--- src/rtl/sync_delay_line.sv ---
// rtl/sync_delay_line.sv - video sync/data delay line with frame-aligned delay switching and flush mask
module sync_delay_line #(
  parameter int DATA_W     = 24,
  parameter int MAX_DELAY  = 16,
  parameter int INIT_DELAY = 1,
  parameter int DLY_W      = $clog2(MAX_DELAY + 1)
) (
  input  logic              clk,
  input  logic              reset,
  input  logic              vs_in,
  input  logic              hs_in,
  input  logic              de_in,
  input  logic [DATA_W-1:0] data_in,
  input  logic [DLY_W-1:0]  delay_cfg,
  output logic              vs_out,
  output logic              hs_out,
  output logic              de_out,
  output logic [DATA_W-1:0] data_out,
  output logic [DLY_W-1:0]  active_delay,
  output logic              cfg_pending
);

  localparam int SW     = DATA_W + 3;
  localparam int INIT_C = (INIT_DELAY < 1) ? 1 :
                          (INIT_DELAY > MAX_DELAY) ? MAX_DELAY : INIT_DELAY;
  localparam logic [DLY_W-1:0] INIT_D = DLY_W'(INIT_C);

  function automatic logic [DLY_W-1:0] clamp_dly(input logic [DLY_W-1:0] v);
    if (v == '0)
      return DLY_W'(1);
    else if (v > DLY_W'(MAX_DELAY))
      return DLY_W'(MAX_DELAY);
    else
      return v;
  endfunction

  logic [SW-1:0]    stage_q [MAX_DELAY];
  logic [SW-1:0]    stage_d [MAX_DELAY];
  logic             vs_prev_q, vs_prev_d;
  logic [DLY_W-1:0] active_delay_q, active_delay_d;
  logic [DLY_W-1:0] mask_q, mask_d;
  logic [DLY_W-1:0] cfg_clamped;
  logic             vs_rise;
  logic [SW-1:0]    tap;

  always_comb begin
    stage_d[0] = {vs_in, hs_in, de_in, data_in};
    for (int k = 1; k < MAX_DELAY; k++)
      stage_d[k] = stage_q[k-1];
  end

  assign cfg_clamped = clamp_dly(delay_cfg);
  assign vs_rise     = vs_in & ~vs_prev_q;

  // Delay only changes on a frame edge; a real change opens a flush window
  // covering the cycles that would otherwise show stale or duplicated pixels.
  always_comb begin
    vs_prev_d      = vs_in;
    active_delay_d = active_delay_q;
    mask_d         = mask_q;
    if (mask_q != '0)
      mask_d = mask_q - DLY_W'(1);
    if (vs_rise) begin
      active_delay_d = cfg_clamped;
      if (cfg_clamped != active_delay_q)
        mask_d = cfg_clamped;
    end
  end

  always_ff @(posedge clk) begin
    if (reset) begin
      for (int k = 0; k < MAX_DELAY; k++)
        stage_q[k] <= '0;
      vs_prev_q      <= 1'b0;
      active_delay_q <= INIT_D;
      mask_q         <= '0;
    end else begin
      for (int k = 0; k < MAX_DELAY; k++)
        stage_q[k] <= stage_d[k];
      vs_prev_q      <= vs_prev_d;
      active_delay_q <= active_delay_d;
      mask_q         <= mask_d;
    end
  end

  always_comb begin
    tap = '0;
    for (int k = 0; k < MAX_DELAY; k++)
      if (active_delay_q == DLY_W'(k + 1))
        tap = stage_q[k];
  end

  assign vs_out       = tap[SW-1];
  assign hs_out       = tap[SW-2];
  assign de_out       = tap[SW-3] & (mask_q == '0);
  assign data_out     = de_out ? tap[DATA_W-1:0] : '0;
  assign active_delay = active_delay_q;
  assign cfg_pending  = (cfg_clamped != active_delay_q);

endmodule

--- config.mk ---
export PLATFORM = sky130hd
export DESIGN_NAME = sync_delay_line
export DESIGN_NICKNAME = d
export VERILOG_FILES = /design/src/rtl/sync_delay_line.sv
export SDC_FILE = /design/constraint.sdc
export NUM_CORES = 1
export LEC_CHECK = 0
export CAP_MARGIN = 10
export CORE_ASPECT_RATIO = 0.9
export CORE_MARGIN = 5
export CORE_UTILIZATION = 53
export DETAILED_ROUTE_END_ITERATION = 7
export GPL_ROUTABILITY_DRIVEN = 1
export PLACE_DENSITY_LB_ADDON = 0.2
export SLEW_MARGIN = 15
export SYNTH_ARGS = -nofsm -noshare
export SYNTH_HDL_FRONTEND = slang
export SYNTH_SLANG_ARGS = --single-unit
--- constraint.sdc ---
create_clock -name clk -period 5.9 [get_ports clk]
set_input_delay 1.18 -clock clk [delete_from_list [all_inputs] [get_ports clk]]
set_output_delay 1.18 -clock clk [all_outputs]
set_load 0.02 [all_outputs]
==> key figures <==
Outcome
  – Outcome: completed

Timing
  – Final setup viols: 0
  – Crit path time final: 5.66 ns
  – Measured slew at the worst slew-check pin: roughly 1.1 ns
  – RSZ-0062 raised after global routing: no
  – Setup TNS: 0 ns
  – Rel. slew slack: about 26%
  – Final Cycle Share: 96.0%
  – Post-Route Skew: between 0.02 and 0.025 ns
  – Final worst slack: about 0.24 ns
  – Slew Viols, Final: 0
  – Final Hold Fails: 0
  – Fmax: around 180 MHz

Final layout
  – # diodes: 0
  – Synth-to-Final Area Change: 14.0%
  – Layout cell share with drive strength beyond 1: a little under a tenth
  – Most frequent cells in the layout: nor2b_1, dfxtp_1, nor2_1
  – Final #Nets: around 1800
  – Non-Filler Instances: around 2200
  – Most common cell after layout, fill and taps aside: nor2b_1
  – Final Util: between 60% and 70%

Logic synthesis
  – Post-synth EDFFs: 0
  – Yosys warnings: 0
  – Syn nets: 1727
  – Top cells by area, synth: dfxtp_1, nor2b_1, o21ai_0
  – Register area share after synthesis: 53.6%
  – Yosys reg bits: 442
  – Syn Area/Cell: a little under 10 um^2
  – Top FF cell, synth: dfxtp_1
  – Post-synthesis cell count: approximately 1700
  – Yosys top cell by area: dfxtp_1
  – Netlist cell types: 87
  – Post-Syn Area: ~17000 um^2
  – Async S/R FF share, synth: 0%
  – Top cell type's share of synthesized area: 53.6%

Worst setup path
  – Req. time, crit path: 4.72 ns
  – Crit Path Class: flip-flop to output pin
  – Worst Path Arrival: 4.48 ns
  – Crit. End Element: output pin
  – R2R cell count: 7
  – CP max FO: 23
  – Critical Path Source Type: flip-flop

Power and ir drop
  – IR drop worst, VDD: 0.194 mV
  – Leakage: ~7 nW
  – Comb power frac: around 8.0%
  – Sw Ratio: 23.0%
  – Internal: a little under 5 mW
  – Clock Power Share: 44.1%
  – NetSw: 1.48 mW
  – Pwr dens: approximately 340 nW/um^2
  – Sequential power share: a little under half

CTS
  – Clock latency on the worst-skew pair: ~0.54 ns
  – Clock buffer count from CTS: 44
  – CTS clk-pin slew, worst paths: about 0.060 ns
  – # resized after CTS: 0
  – H-Tree Depth: 2
  – Clk sinks: approximately 440
  – Post-CTS Setup Repair Bufs: 0
  – CTS tree: built
  – Hold Buf Count CTS: 0
  – Clock Tree Buf Depth: 3
  – Root Driver: clkbuf_16

Die
  – Die height: between 150 and 200 um
  – Core Region: slightly above 30000 um^2
  – # IOs: 67
  – Rows: 61
  – Die area: between 30000 and 40000 um^2
  – Die width: 196 um
  – Initial Util: between 50% and 60%

Min path
  – Hold depth: 2
  – Worst Hold Class: flip-flop to flip-flop

Global route
  – Vias in the first global route: 11800
  – Initial antenna violation count: 0
  – Total GRT Usage: 24.6%
  – First-pass GRT wire length: a little under 70000 um
  – Remaining Overflow, GRT: 0
  – Largest net degree at the start of global routing: 162

Route
  – Routed wire per std cell: about 20 um
  – DRT Wirelength: ~43000 um
  – ANT nets after route: 0
  – Routed vias/inst: ~5.6
  – # DRC: 0
  – Drt pass-1 iters: 5
  – Via Count: about 12000
  – 1st-iter DRT viols: roughly 1200

Placed design
  – IO buf count: between 60 and 70
  – Cell count after placement: 2080
  – HPWL after DPL: slightly below 30000 um
  – DP Worst Slack: 0.920 ns
  – Final GP Congestion: 0.883

Run
  – Count of maximum capacitance violations: 0
cell usage after synthesis (5+ instances only):
cell       instances
a2111oi_0          7
a211oi_1          13
a21oi_1           77
a221oi_1          18
a22o_1             9
a22oi_1           53
a31oi_1           12
and3_1             5
buf_2             31
buf_4             11
buf_6              8
clkbuf_1          66
dfxtp_1          442
inv_1              6
mux2_2            11
mux2i_1           11
nand2_1           69
nand2b_1          18
nor2_1           100
nor2_2             5
nor2b_1          443
nor3_1            15
o211ai_1          14
o21ai_0           84
o21ai_1            5
o221ai_1          15
o22ai_1           30
or2_2              5
path summary, 6_finish.rpt:
check | to | slack [ns] | startpoint
hold / removal | stage_q[0][151] | 0.44 | stage_q[0][124]
setup / recovery | data_out[22] | 0.24 | active_delay[2]
hold reg to reg | stage_q[0][151] | 0.44 | stage_q[0][124]
setup reg to reg | mask_q[0] | 3.37 | active_delay[3]
power by group through the flow:
stage | registers (mW) | logic (mW) | clock network, mW
CTS | 3.07 | 0.511 | 2.86
global route | 3.07 | 0.555 | 2.99
global placement | 3.13 | 0.503 | 0
detailed placement | 3.13 | 0.509 | 0
finish | 3.07 | 0.514 | 2.83
floorplan | 3.12 | 0.346 | 0
cell type report:
class / instances / area [um^2]
Clock buffer: 66 / 1360
Clock inverter: 9 / 120
Fill cell: 2632 / 12000
Inverter: 7 / 26.3
Multi-Input combinational cell: 1124 / 7040
Sequential cell: 442 / 8850
Tap cell: 409 / 512
Timing Repair Buffer: 98 / 918
stage by stage:
step           power, mW  cell area (um^2)  hold slack, ns
2_1_floorplan       3.46             16500           0.412
3_3_place_gp        3.63             17300           0.432
3_5_place_dp        3.64             17300           0.432
4_1_cts             6.44             18800           0.441
5_1_grt             6.62             18800           0.456
6_report            6.41             18800           0.445
critical path, stage by stage, from the launching register on:
cell             delay (ns)
dfxtp_1                0.47
buf_4                  0.32
nand2b_1               0.53
nor2_1                 1.01
a22oi_1                0.20
nand3_1                0.17
o21ai_0                0.20
a221oi_2               0.36
clkdlybuf4s50_1        0.68
state kept, by name, summed over array words and instances, names as in the netlist:
name	cells
mask_q	5
stage_q	432
active_delay	5
metal layers:
metal / vias to the layer above / share of wire [%] / global-route usage (%)
met2: 462 / 42 / 36.3
met1: 5729 / 48 / 36.7
met5: - / 0 / 0
met3: 75 / 8.2 / 5.01
met4: 0 / 2.3 / 6.63
li1: 5836 / - / -
logic make-up (layout without fill, tap and decap cells):
group,Yosys count,after routing,share of synthesized area [%]
AND/OR/NAND/NOR,708,708,24.9
flip-flops,442,442,53.6
AO/OA/AOI/OAI,388,388,15.9
buffers and inverters,126,180,3.81
multiplexers,22,22,1.42
XOR/XNOR,5,5,0.265
adder cells (fa/ha/maj),1,1,0.0758
Note: power is estimated with default switching activity, not from simulation.
